## src/rtl/perm_lane_pkg.sv

```systemverilog
// Shared constants and types for the permutation lane buffer.
// Optional err output is enabled by defining PERM_LANE_ERR_EN.
package perm_lane_pkg;

  localparam int LANE_W    = 64;
  localparam int LANES_DEF = 25;

  typedef enum logic {
    IN_IDLE,
    IN_FILL
  } in_st_t;

  // Index width that never collapses to zero bits.
  function automatic int clog2_min1(input int n);
    return (n <= 1) ? 1 : $clog2(n);
  endfunction

endpackage

```

## src/rtl/perm_lane_store.sv

```systemverilog
// Bank/lane flop array: one synchronous write port,
// one combinational read port, contents never reset.
module perm_lane_store
  import perm_lane_pkg::*;
#(
  parameter int W     = LANE_W,
  parameter int LANES = LANES_DEF,
  parameter int NBUF  = 2,
  parameter int BW    = 1,
  parameter int IW    = 5
) (
  input  logic          clk,
  input  logic          we,
  input  logic [BW-1:0] wbank,
  input  logic [IW-1:0] widx,
  input  logic [W-1:0]  wdata,
  input  logic [BW-1:0] rbank,
  input  logic [IW-1:0] ridx,
  output logic [W-1:0]  rdata
);

  localparam int DEPTH = NBUF * LANES;
  localparam int AW    = clog2_min1(DEPTH);

  logic [W-1:0]  mem [DEPTH];
  logic [AW-1:0] wa;
  logic [AW-1:0] ra;

  assign wa = AW'(wbank) * AW'(LANES) + AW'(widx);
  assign ra = AW'(rbank) * AW'(LANES) + AW'(ridx);

  // Write one lane into its bank slot.
  always_ff @(posedge clk) begin
    if (we) mem[wa] <= wdata;
  end

  assign rdata = mem[ra];

endmodule

```

## src/rtl/perm_lane_buf.sv

```systemverilog
// Store-and-forward lane block buffer feeding perm_blk.
// Define PERM_LANE_ERR_EN to add the err protocol pulse.
module perm_lane_buf
  import perm_lane_pkg::*;
#(
  parameter int W     = LANE_W,
  parameter int LANES = LANES_DEF,
  parameter int NBUF  = 2
) (
  input  logic         clk,
  input  logic         reset,
  input  logic         pushin,
  input  logic         firstin,
  input  logic [W-1:0] din,
  output logic         stopin,
  output logic         pushout,
  output logic         firstout,
  output logic [W-1:0] dout,
`ifdef PERM_LANE_ERR_EN
  output logic         err,
`endif
  input  logic         stopout
);

  localparam int BW = clog2_min1(NBUF);
  localparam int IW = clog2_min1(LANES);
  localparam int NW = $clog2(NBUF + 1);

  localparam logic [IW-1:0] LAST  = IW'(LANES - 1);
  localparam logic [BW-1:0] BLAST = BW'(NBUF - 1);
  localparam logic [NW-1:0] NMAX  = NW'(NBUF);

  in_st_t        st;
  logic [BW-1:0] wbank;
  logic [BW-1:0] rbank;
  logic [IW-1:0] widx;
  logic [IW-1:0] ridx;
  logic [IW-1:0] waddr;
  logic [NW-1:0] nfull;

  logic acc;
  logic we;
  logic wdone;
  logic xfer;
  logic rdone;

  assign acc   = pushin && !stopin;
  assign we    = acc && (firstin || st == IN_FILL);
  assign waddr = firstin ? '0 : widx;
  assign wdone = we && waddr == LAST;
  assign xfer  = pushout && !stopout;
  assign rdone = xfer && ridx == LAST;

  assign stopin   = nfull == NMAX;
  assign pushout  = nfull != '0;
  assign firstout = pushout && ridx == '0;

  // Input FSM: fill the write bank, restart on a new firstin.
  always_ff @(posedge clk or posedge reset) begin
    if (reset) begin
      st    <= IN_IDLE;
      wbank <= '0;
      widx  <= '0;
    end else if (we) begin
      if (wdone) begin
        st    <= IN_IDLE;
        widx  <= '0;
        wbank <= (wbank == BLAST) ? '0 : wbank + 1'b1;
      end else begin
        st   <= IN_FILL;
        widx <= waddr + 1'b1;
      end
    end
  end

  // Output pointers: walk lanes, then move to the next bank.
  always_ff @(posedge clk or posedge reset) begin
    if (reset) begin
      rbank <= '0;
      ridx  <= '0;
    end else if (xfer) begin
      if (rdone) begin
        ridx  <= '0;
        rbank <= (rbank == BLAST) ? '0 : rbank + 1'b1;
      end else begin
        ridx <= ridx + 1'b1;
      end
    end
  end

  // Count of complete banks; fill and drain cancel out.
  always_ff @(posedge clk or posedge reset) begin
    if (reset) begin
      nfull <= '0;
    end else if (wdone && !rdone) begin
      nfull <= nfull + 1'b1;
    end else if (rdone && !wdone) begin
      nfull <= nfull - 1'b1;
    end
  end

`ifdef PERM_LANE_ERR_EN
  // Flag a stray lane while idle or a restart mid-block.
  always_ff @(posedge clk or posedge reset) begin
    if (reset) begin
      err <= 1'b0;
    end else begin
      err <= acc && ((st == IN_IDLE && !firstin)
                  || (st == IN_FILL && firstin));
    end
  end
`endif

  perm_lane_store #(
    .W     (W),
    .LANES (LANES),
    .NBUF  (NBUF),
    .BW    (BW),
    .IW    (IW)
  ) u_store (
    .clk   (clk),
    .we    (we),
    .wbank (wbank),
    .widx  (waddr),
    .wdata (din),
    .rbank (rbank),
    .ridx  (ridx),
    .rdata (dout)
  );

endmodule

```

## config.mk

```make
export PLATFORM = sky130hd
export DESIGN_NAME = perm_lane_buf
export DESIGN_NICKNAME = d
export VERILOG_FILES = /design/src/rtl/perm_lane_pkg.sv /design/src/rtl/perm_lane_store.sv /design/src/rtl/perm_lane_buf.sv
export SDC_FILE = /design/constraint.sdc
export NUM_CORES = 2
export LEC_CHECK = 0
export BUFFER_PORTS_ARGS = -buffer_cell sky130_fd_sc_hd__buf_2
export CAP_MARGIN = 20
export CORE_AREA = 2 2 580 438
export DETAILED_ROUTE_END_ITERATION = 8
export DIE_AREA = 0 0 582 440
export GPL_TIMING_DRIVEN = 0
export PLACE_DENSITY = 0.72
export SYNTH_ARGS = -nofsm -noshare
export SYNTH_HDL_FRONTEND = slang
export SYNTH_SLANG_ARGS = --single-unit
```

## constraint.sdc

```tcl
create_clock -name clk -period 9.7 [get_ports clk]
set_input_delay 2.425 -clock clk [delete_from_list [all_inputs] [get_ports clk]]
set_output_delay 2.425 -clock clk [all_outputs]
set_load 0.01 [all_outputs]
```

==> impl_metrics.env <==
export IMPL_grt_pass1_vias=62700
export IMPL_slew_headroom=0.173
export IMPL_fin_skew_ns=0.0505
export IMPL_slowest_stage="o41ai_1"
export IMPL_cp_arrival_ns=6.40
export IMPL_grt_overflow=0
export IMPL_die_area_sq_um=256000
export IMPL_netSwitchingFraction=0.207
export IMPL_syn_avg_cell_area_sq_um=22.3
export IMPL_final_nets=6306
export IMPL_yosys_area_top_type="edfxtp_1"
export IMPL_min_path_cells=1
export IMPL_postLayoutCoreUtil=0.569
export IMPL_netlist_area_sq_um=125000
export IMPL_ctsResizeCount=0
export IMPL_synth_top_area_frac=0.770
export IMPL_die_h_um=440
export IMPL_hp_class="reg -> reg"
export IMPL_cts_max_level=5
export IMPL_cts_made_buffers=295
export IMPL_peakVddDrop_v=0.000177
export IMPL_boundaryPins=136
export IMPL_grt_usage=0.266
export IMPL_ys_flop_type="edfxtp_1"
export IMPL_worst_pin_slew_ns=1.22
export IMPL_path_max_fanout=10
export IMPL_die_w_um=582
export IMPL_hpwl_um=228000
export IMPL_ys_types=54
export IMPL_cp_cell_sequence="ha_1 -> ha_1 -> buf_2 -> clkbuf_1 -> buf_1 -> mux4_2 -> a21boi_0 -> o41ai_1 -> o2111ai_1 -> buf_2"
export IMPL_power_switching_uw=5790
export IMPL_slew_viol_final=0
export IMPL_synth_commonest_cells="edfxtp_1 (3,200), mux4_2 (768), a21boi_0 (381)"
export IMPL_core_rowCount=160
export IMPL_area_growth_pct=14.5
export IMPL_path_class="reg -> out"
export IMPL_avgViaCountPerCell=6.59
export IMPL_hp_start="nfull[1]$_DFFE_PP0P_"
export IMPL_syn_inst=5591
export IMPL_finalCritPeriodShare=0.910
export IMPL_postCtsHoldBufs=0
export IMPL_outcome="finished, final reports clean"
export IMPL_start_util=0.497
export IMPL_grt_max_degree=51
export IMPL_placed_cells=9244
export IMPL_cp_start_kind="flop"
export IMPL_cts_buffer_depth=4
export IMPL_netlist_top_cells_area="edfxtp_1 (77%), mux4_2 (14%), a21boi_0 (2.3%), nor2b_1 (1.9%), o41ai_1 (1.2%)"
export IMPL_wire_per_inst_um=35.1
export IMPL_endpoint_kind="output pin"
export IMPL_power_density_nw_per_um2=195
export IMPL_cts_setup_buffers=0
export IMPL_hold_violations=0
export IMPL_r2r_end="u_store.mem[16][43]$_DFFE_PP_"
export IMPL_synth_seq_area_share=0.773
export IMPL_first_pass_iters=5
export IMPL_finalCriticalPeriod_ns=8.82
export IMPL_antenna_found_initial=11
export IMPL_ys_async_sr_fraction=0.00467
export IMPL_final_antenna_net_count=0
export IMPL_grt_pass1_wl_um=478000
export IMPL_combPwrFrac=0.044
export IMPL_r2r_slack_ns=4.54
export IMPL_num_vias=64400
export IMPL_drcViolationCount=0
export IMPL_syn_nets=5671
export IMPL_n_fill_cell=17700
export IMPL_clk_latency_ns=0.86
export IMPL_coreArea_sq_um=251000
export IMPL_wl_um=343000
export IMPL_yosysMostFrequentCell="edfxtp_1"
export IMPL_gp_congestion=0.820
export IMPL_power_share_clock=0.405
export IMPL_drive_above_1_share=0.264
export IMPL_hold_end="nfull[1]$_DFFE_PP0P_"
export IMPL_cts_sinks=3215
export IMPL_fmax_mhz=113
export IMPL_internal_power_uw=22100
export IMPL_power_frac_seq=0.551
export IMPL_cp_data_required_time_ns=7.28
export IMPL_setup_violations=0
export IMPL_r2r_start="widx[0]$_DFFE_PP0P_"
export IMPL_port_buffers=135
export IMPL_cts_tree="built"
export IMPL_p_leak_uw=0.0443
export IMPL_stdcell_count=9772
export IMPL_yosys_warnings=0
export IMPL_clk_pin_slew_ns=0.06
export IMPL_drv_cap=0
export IMPL_ff2ff_path_depth=9
export IMPL_ys_ff_latch=3215
export IMPL_root_buffer="clkbuf_16"
export IMPL_drtIter0Drc=11000
export IMPL_rsz0062_at_grt="false"
export IMPL_synth_edf_count=3200
export IMPL_critical_path_max_stage_delay_ns=1.09
[critical path: cells and delay by family, from the launching register on]
family	cells	cell delay [ns]
AO/OA/AOI/OAI	3	1.71
adder cells (fa/ha/maj)	2	0.75
buffers and inverters	4	2.23
flip-flops	1	0.44
multiplexers	1	0.43
[stage by stage]
stage | hold WS (ns) | worst slack (ns) | setup TNS [ns] | area (sq um) | total power [uW]
floorplan | 0.456 | -0.784 | -100.20 | 125000 | 16300
finish | 0.484 | 0.875 | 0 | 143000 | 27900
detailed placement | 0.472 | 1.46 | 0 | 134000 | 16900
global route | 0.502 | 0.830 | 0 | 143000 | 28600
CTS | 0.484 | 0.549 | 0 | 143000 | 28000
global placement | 0.473 | -8.84 | -7585.71 | 130000 | 16800
[cell type report]
cell class              instances  area, sq um  area share
flip-flops and latches       3215        96500       0.675
diodes                          9         22.5    0.000158
repair buffers                338         4410      0.0309
well taps                    3321         4160      0.0291
plain buffers                 336         1600      0.0112
multi-input cells            2031        27100       0.189
inverters                       9         33.8    0.000236
clock buffers                 362         7920      0.0554
clock inverters               151         1220     0.00854
[power groups by stage]
stage / sequential [uW] / clock, uW / combinational [uW]
2_1_floorplan: 15700 / 0 / 640
3_3_place_gp: 15700 / 0 / 1130
3_5_place_dp: 15700 / 0 / 1210
4_1_cts: 15400 / 11400 / 1220
5_1_grt: 15400 / 11900 / 1280
6_report: 15400 / 11300 / 1220
[how the worst max path moves through the flow]
stage	startpoint	end	slack (ns)	depth (start not counted)
final	rbank$_DFFE_PP0P_	dout[7]	0.88	10
after floorplan	firstin	u_store.mem[49][0]$_DFFE_PP_	-0.78	8
after detailed placement	rbank$_DFFE_PP0P_	dout[7]	1.46	10
after global routing	rbank$_DFFE_PP0P_	dout[7]	0.83	10
after global placement	firstin	u_store.mem[49][33]$_DFFE_PP_	-8.84	9
after CTS	rbank$_DFFE_PP0P_	dout[7]	0.55	10
[state kept, by name (all words and copies together), names as in the netlist]
| name | count |
|---|---|
| widx | 5 |
| u_store.mem | 3200 |
| ridx | 5 |
| st | 1 |
| nfull | 2 |
| rbank | 1 |
| wbank | 1 |
[cell usage in the layout (no fill, tap or decap), drive strengths merged, types with 3 or more instances in the layout]
cell and instances:
clkinvlp 8, ha 11, a31oi 3, mux2i 64, o211ai 5, a21boi 385, nor2b 378, inv 16
xor2 5, clkinv 118, diode 9, clkbuf 551, o2111ai 64, nand3 7, nand2 17, bufinv 18
nand4 7, nor3 4, buf 485, mux4 768, xnor2 9, and2b 12, and2 3, dfrtp 15
o21ai 10, edfxtp 3200, nor2 60, o41ai 192
[cells by family after synthesis]
logic type,share of synthesized area
flip-flops,0.773
multiplexers,0.144
AO/OA/AOI/OAI,0.0442
AND/OR/NAND/NOR,0.0237
buffers and inverters,0.0129
XOR/XNOR,0.000983
adder cells (fa/ha/maj),0.00118
[layer usage]
layer	routed length (um)	GRT usage	up-vias
met3	42000	0.0645	585
li1	-	-	25000
met5	41	0	-
met1	134000	0.388	34200
met4	12600	0.0906	6
met2	154000	0.396	4601
Power figures use the tool's default switching activity.
